===== src/rtl/btn_debounce_pkg.sv =====
// -----------------------------------------------------------------------------
// btn_debounce_pkg
// Shared definitions for the button debouncer: the per-channel FSM state
// encoding, the tick-counter width, and a helper that maps an FSM state to
// the debounced level.
// -----------------------------------------------------------------------------
package btn_debounce_pkg;

  // Width of the per-channel tick counter; holds up to STABLE_TICKS-1 = 14.
  localparam int CNT_W = 4;

  // Bit 1 of the encoding is the debounced level, so PRESSED and
  // RELEASE_WAIT both read as "pressed".
  typedef enum logic [1:0] {
    ST_RELEASED     = 2'b00,
    ST_PRESS_WAIT   = 2'b01,
    ST_PRESSED      = 2'b11,
    ST_RELEASE_WAIT = 2'b10
  } fsm_state_e;

  function automatic logic is_pressed(input fsm_state_e s);
    return (s == ST_PRESSED) || (s == ST_RELEASE_WAIT);
  endfunction

endpackage : btn_debounce_pkg


===== src/rtl/btn_debounce_ch.sv =====
// -----------------------------------------------------------------------------
// btn_debounce_ch
// One debounce channel: optional input inversion, 2-flop synchronizer,
// 4-state debounce FSM with tick counter, registered level and edge pulses.
//
// Ports
//   C        in   system clock, rising edge
//   CLR_N    in   asynchronous active-low reset
//   CE       in   sample enable, one C cycle wide
//   BTN      in   raw asynchronous button level
//   STATE    out  debounced level, 1 = pressed (registered)
//   PRESS    out  one-cycle pulse on accepted 0->1
//   RELEASE  out  one-cycle pulse on accepted 1->0
// -----------------------------------------------------------------------------
module btn_debounce_ch
  import btn_debounce_pkg::*;
#(
  parameter int unsigned STABLE_TICKS  = 4,
  parameter bit          IN_ACTIVE_LOW = 1'b0
) (
  input  logic C,
  input  logic CLR_N,
  input  logic CE,
  input  logic BTN,
  output logic STATE,
  output logic PRESS,
  output logic RELEASE
);

  localparam logic [CNT_W-1:0] LAST_CNT = CNT_W'(STABLE_TICKS);

  logic             btn_in;
  logic             sync1_q;
  logic             sync2_q;
  fsm_state_e       fsm_q, fsm_d;
  logic [CNT_W-1:0] cnt_q, cnt_d;
  logic [CNT_W-1:0] cnt_inc;
  logic             stable_done;
  logic             level_now;
  logic             state_q;
  logic             press_q;
  logic             release_q;

  assign btn_in = IN_ACTIVE_LOW ? ~BTN : BTN;

  // Synchronizer runs every clock, independent of CE, so a CE sample always
  // sees a level that has already settled through both flops.
  // NOTE: sequential state uses non-blocking assignments so every flop
  // samples the pre-edge value of its source; blocking here would collapse
  // the two synchronizer stages into one.
  always_ff @(posedge C or negedge CLR_N) begin
    if (!CLR_N) begin
      sync1_q <= 1'b0;
      sync2_q <= 1'b0;
    end else begin
      sync1_q <= btn_in;
      sync2_q <= sync1_q;
    end
  end

  // The counter never exceeds STABLE_TICKS-1, so this cannot wrap.
  assign cnt_inc     = cnt_q + CNT_W'(1);
  assign stable_done = (cnt_inc == LAST_CNT);

  always_ff @(posedge C or negedge CLR_N) begin
    if (!CLR_N) begin
      fsm_q <= ST_RELEASED;
      cnt_q <= '0;
    end else begin
      fsm_q <= fsm_d;
      cnt_q <= cnt_d;
    end
  end

  // NOTE: both next-state values get a hold default before any branch, so
  // no path through this block leaves them unassigned (no latch inferred).
  always_comb begin
    fsm_d = fsm_q;
    cnt_d = cnt_q;
    if (CE) begin
      case (fsm_q)
        ST_RELEASED: begin
          if (sync2_q) begin
            fsm_d = ST_PRESS_WAIT;
            cnt_d = CNT_W'(1);
          end else begin
            cnt_d = '0;
          end
        end
        ST_PRESS_WAIT: begin
          if (!sync2_q) begin
            fsm_d = ST_RELEASED;
            cnt_d = '0;
          end else if (stable_done) begin
            fsm_d = ST_PRESSED;
            cnt_d = '0;
          end else begin
            cnt_d = cnt_inc;
          end
        end
        ST_PRESSED: begin
          if (!sync2_q) begin
            fsm_d = ST_RELEASE_WAIT;
            cnt_d = CNT_W'(1);
          end else begin
            cnt_d = '0;
          end
        end
        ST_RELEASE_WAIT: begin
          if (sync2_q) begin
            fsm_d = ST_PRESSED;
            cnt_d = '0;
          end else if (stable_done) begin
            fsm_d = ST_RELEASED;
            cnt_d = '0;
          end else begin
            cnt_d = cnt_inc;
          end
        end
        default: begin
          fsm_d = ST_RELEASED;
          cnt_d = '0;
        end
      endcase
    end
  end

  // Output stage: the level is re-registered every clock, and the pulses
  // compare the new level against the registered one. Reset clears the
  // level register too, so neither reset edge can produce a pulse.
  assign level_now = is_pressed(fsm_q);

  always_ff @(posedge C or negedge CLR_N) begin
    if (!CLR_N) begin
      state_q   <= 1'b0;
      press_q   <= 1'b0;
      release_q <= 1'b0;
    end else begin
      state_q   <= level_now;
      press_q   <= level_now & ~state_q;
      release_q <= ~level_now & state_q;
    end
  end

  assign STATE   = state_q;
  assign PRESS   = press_q;
  assign RELEASE = release_q;

endmodule : btn_debounce_ch


===== src/rtl/btn_debounce.sv =====
// -----------------------------------------------------------------------------
// btn_debounce
// Multi-channel push-button debouncer. Each channel is an independent
// btn_debounce_ch instance sharing the clock, reset and sample enable.
//
// Parameters
//   NCH            number of button channels (1..8)
//   STABLE_TICKS   consecutive CE samples needed to accept a change (2..15)
//   IN_ACTIVE_LOW  1 inverts the raw BTN inputs
//
// Ports
//   C        in   system clock, rising edge
//   CLR_N    in   asynchronous active-low reset
//   CE       in   sample enable, one C cycle wide
//   BTN      in   [NCH] raw asynchronous button levels
//   STATE    out  [NCH] debounced levels, 1 = pressed
//   PRESS    out  [NCH] one-cycle pulse on accepted 0->1
//   RELEASE  out  [NCH] one-cycle pulse on accepted 1->0
// -----------------------------------------------------------------------------
module btn_debounce #(
  parameter int unsigned NCH           = 2,
  parameter int unsigned STABLE_TICKS  = 4,
  parameter bit          IN_ACTIVE_LOW = 1'b0
) (
  input  logic           C,
  input  logic           CLR_N,
  input  logic           CE,
  input  logic [NCH-1:0] BTN,
  output logic [NCH-1:0] STATE,
  output logic [NCH-1:0] PRESS,
  output logic [NCH-1:0] RELEASE
);

  for (genvar g = 0; g < NCH; g++) begin : g_ch
    btn_debounce_ch #(
      .STABLE_TICKS  (STABLE_TICKS),
      .IN_ACTIVE_LOW (IN_ACTIVE_LOW)
    ) u_ch (
      .C       (C),
      .CLR_N   (CLR_N),
      .CE      (CE),
      .BTN     (BTN[g]),
      .STATE   (STATE[g]),
      .PRESS   (PRESS[g]),
      .RELEASE (RELEASE[g])
    );
  end : g_ch

endmodule : btn_debounce


===== config.mk =====
export PLATFORM = sky130hd
export DESIGN_NAME = btn_debounce
export DESIGN_NICKNAME = d
export VERILOG_FILES = /design/src/rtl/btn_debounce_pkg.sv /design/src/rtl/btn_debounce_ch.sv /design/src/rtl/btn_debounce.sv
export SDC_FILE = /design/constraint.sdc
export NUM_CORES = 1
export LEC_CHECK = 0
export ABC_CLOCK_PERIOD_IN_PS = 2800
export BUFFER_PORTS_ARGS = -buffer_cell sky130_fd_sc_hd__buf_2
export CORE_MARGIN = 2
export CORE_UTILIZATION = 35
export CTS_BUF_LIST = sky130_fd_sc_hd__clkbuf_2
export CTS_CLUSTER_SIZE = 30
export DETAILED_ROUTE_END_ITERATION = 12
export GPL_TIMING_DRIVEN = 0
export PLACE_DENSITY = 0.57
export SLEW_MARGIN = 25
export SYNTH_ARGS = -nofsm -noshare
export SYNTH_HDL_FRONTEND = slang
export SYNTH_SLANG_ARGS = --single-unit

===== constraint.sdc =====
create_clock -name C -period 2.8 [get_ports C]
set_input_delay 0.14 -clock C [delete_from_list [all_inputs] [get_ports C]]
set_output_delay 0.14 -clock C [all_outputs]
set_load 0.01 [all_outputs]

==> metrics.csv <==
stage;metric;value;unit
run_status;status;finished, final reports clean;
synthesis;Synth Flop Type;dfrtp_1;
worst_setup_path;max incr delay on CP;0.43;ns
synthesis;Synth top cells by count;22 x dfrtp_1, 13 x ha_1, 12 x inv_1;
detailed_routing;top sig layer;met4;
sta;Max Slew Vio Count;0;
sta;min cycle time layout;2.02;ns
synthesis;sequential fraction of the synthesis area;0.432;
detailed_routing;routed wl met3;65;um
pwr;Sw Ratio;0.395;
placed_design;number of I/O port buffers;9;
global_routing;GRT Overall Usage;0.130;
placed_design;DP HPWL;1770;um
detailed_routing;Iter 0 DRT Violations;30;
worst_setup_path;Worst setup EP type;flip-flop;
final_layout;layout cells sized above 1;0.127;
synthesis;cell with the most instances after synthesis;dfrtp_1;
synthesis;flip-flop and latch count after synthesis;22;
final_layout;fin nets;161;
worst_setup_path;Startpoint Class;flip-flop;
worst_setup_path;Critical Path AT;2.23;ns
sta;Hold Vio Cnt, Final;0;
clocking;CTS resizes;0;
clocking;total CTS buffers;3;
synthesis;Yosys top cell by area;dfrtp_1;
clocking;Clock Tree Buf Depth;2;
pwr;Comb power frac;0.453;
detailed_routing;vias post-DR;968;
pwr;Flop pwr share;0.440;
sta;Setup-failing EPs final;0;
die;core area;3420;um^2
synthesis;Post-Syn Area;1270;um^2
worst_setup_path;CP cell instances;inv_1 -> ha_1 -> mux2i_1 -> o2111a_1 -> o31a_1 -> mux2_1;
die;die height;64.3;um
synthesis;number of flops mapped to enable cells by yosys;0;
synthesis;fraction of registers with async set/reset;1.00;
worst_setup_path;RR Endpoint;g_ch[0].u_ch.fsm_q[1]$_DFFE_PN0P_;
worst_setup_path;Setup CP Type;flip-flop to flip-flop;
synthesis;Synth area leaders;dfrtp_1 43%, ha_1 13%, buf_4 3.5%;
die;die area;4140;um^2
global_routing;vias in the first global route;969;
die;I/O pin count;11;
detailed_routing;routed wl met2;1160;um
synthesis;Adder-Cell Fraction of Synth Area;0.128;
worst_setup_path;Worst Setup SP;g_ch[0].u_ch.fsm_q[0]$_DFFE_PN0P_;
pwr;Clk pwr share;0.108;
global_routing;antenna violations before repair;0;
worst_setup_path;Worst R2R Start;g_ch[0].u_ch.fsm_q[0]$_DFFE_PN0P_;
final_layout;n_diodes;0;
detailed_routing;Final ANT Viol Nets;0;
synthesis;syn avg cell area;10.1;um^2
final_layout;post-route insts no fill;188;
synthesis;Cells after Synth;126;
detailed_routing;M1 WL;1130;um
pwr;Int Pwr;689;uW
flow_run;Max Cap Violations;0;
global_routing;overflow left after global routing;0;
detailed_routing;drt first pass iters;4;
detailed_routing;DR WL/cell;12.7;um
sta;Tcrit/Tclk final;0.723;
synthesis;Simple-Gate Fraction of Synth Area;0.133;
synthesis;Yosys cell types;37;
sta;RSZ-0062 raised after global routing;false;
synthesis;Synth Warn #;0;
hold_path;worst hold-check path type;input pin to asynchronous set/reset pin;
placed_design;Place WS;0.816;ns
synthesis;Synth Area in Compound Gates;0.197;
global_routing;pin count of the biggest net entering global routing;23;
final_layout;Area Growth Syn to Fin;11.9;%
die;site row count;21;
global_routing;first-pass GRT wire length;4250;um
synthesis;Post-Synth XOR/XNOR Area;0;
die;die width;64.3;um
synthesis;mux contribution to synthesized area;0.0334;
die;initial cell density of the core;0.373;
worst_setup_path;critical-path maximum fanout;6;
worst_setup_path;crit path buf inv count;1;
clocking;TritonCTS clock tree;done;
clocking;CTS HTree Levels;1;
worst_setup_path;R2R Setup Slk;0.78;ns
placed_design;RePlAce Congestion;0.761;
clocking;Clock Sinks;22;
placed_design;Cells after DPL;181;
sta;Fin Setup TNS;0;ns
synthesis;Mapped Nets;144;
sta;fmax;494;MHz
detailed_routing;WL final;2380;um
detailed_routing;DR vias/cell;5.15;
clocking;Clock Latency Late Sink;0.32;ns
synthesis;area share of the largest cell type after synthesis;0.432;
pwr;NetSw;449;uW
pwr;Max VDD drop;0.294;mV
worst_setup_path;Critical Path RT;3.01;ns
worst_setup_path;CP max stage cell;dfrtp_1;
sta;Slew HR;0.634;
sta;Fin Clk Skew;0.0238;ns
pwr;pwr/cell area;799;nW/um^2
worst_setup_path;delay-heaviest family, CP;multiplexers;
pwr;static leakage;0.693;nW
synthesis;largest family of logic cells by synthesized area;compound AO/OA/AOI/OAI gates;
sta;setup ws final;0.777;ns
sta;worst slew pin tran;0.534;ns
clocking;clock root buffer;clkbuf_2;
clocking;buffer count from post-CTS setup fixing;0;
worst_setup_path;R2R cell count;6;
sta;worst hold slack;0.267;ns
clocking;clk slew on worst S/H paths;0.21;ns
detailed_routing;DRC Markers;0;
-- routing by layer --
metal,vias to the layer above,GRT usage
met1,473,0.154
met2,16,0.236
met5,-,0
li1,477,-
met3,2,0.0317
met4,0,0.0319
-- timing repair --
item	4_1_cts	5_1_grt
setup endpoints to repair	0	0
hold endpoints to repair	24	0
hold buffers	3	0
-- layout by cell type, fill, tap and decap left out, types with 3 or more instances in the layout --
cell / instances
a21oi_1: 4
buf_2: 9
buf_4: 6
clkbuf_2: 3
dfrtp_1: 22
dlygate4sd3_1: 3
ha_1: 13
inv_1: 12
nand2_1: 6
nand2b_1: 7
nand3_1: 3
nor2_1: 5
nor3b_1: 3
o21ai_0: 3
o21ai_1: 6
-- how the worst max path moves through the flow --
stage | endpoint | depth (start not counted) | slack, ns
6_report | g_ch[0].u_ch.fsm_q[1]$_DFFE_PN0P_ | 6 | 0.78
5_1_grt | g_ch[0].u_ch.fsm_q[1]$_DFFE_PN0P_ | 6 | 0.66
4_1_cts | g_ch[0].u_ch.fsm_q[1]$_DFFE_PN0P_ | 6 | 0.79
3_5_place_dp | g_ch[0].u_ch.fsm_q[1]$_DFFE_PN0P_ | 6 | 0.82
3_3_place_gp | g_ch[0].u_ch.fsm_q[1]$_DFFE_PN0P_ | 6 | 0.89
2_1_floorplan | g_ch[0].u_ch.fsm_q[0]$_DFFE_PN0P_ | 6 | 1.07
-- final cells by class --
cell class,instances,area (um^2)
clock inverters,1,3.75
well taps,46,57.6
clock buffers,3,15.0
fillers,350,1990
plain buffers,8,52.6
repair buffers,12,75.1
flip-flops and latches,22,551
multi-input cells,84,626
inverters,12,45.0
-- registers in the layout (all words and copies together) (netlist names) --
| name | cells |
|---|---|
| g_ch.u_ch.cnt_q | 8 |
| g_ch.u_ch.fsm_q | 4 |
| g_ch.u_ch.RELEASE | 2 |
| g_ch.u_ch.sync2_q | 2 |
| g_ch.u_ch.sync1_q | 2 |
| g_ch.u_ch.PRESS | 2 |
| g_ch.u_ch.STATE | 2 |
-- logic make-up (layout without fill, tap and decap cells) --
logic type      Yosys count  in the layout
buf+inv                  20             36
fa+ha+maj                13             13
compound gates           36             36
flops                    22             22
simple gates             31             31
mux                       4              4
-- metrics by stage --
stage,utilization,total power [mW],area [um^2]
floorplan,-,0.875,1270
global placement,0.403,0.987,1380
detailed placement,0.403,1.02,1380
CTS,0.417,1.15,1430
global route,0.417,1.24,1430
finish,0.417,1.14,1430
-- power by group through the flow --
stage          logic, mW  clock network, mW  registers, mW
2_1_floorplan      0.393                  0          0.483
3_3_place_gp       0.489                  0          0.498
3_5_place_dp       0.514                  0          0.508
4_1_cts            0.521              0.130          0.501
5_1_grt            0.584              0.145          0.516
6_report           0.515              0.123          0.500
Note: power is estimated with default switching activity, not from simulation.
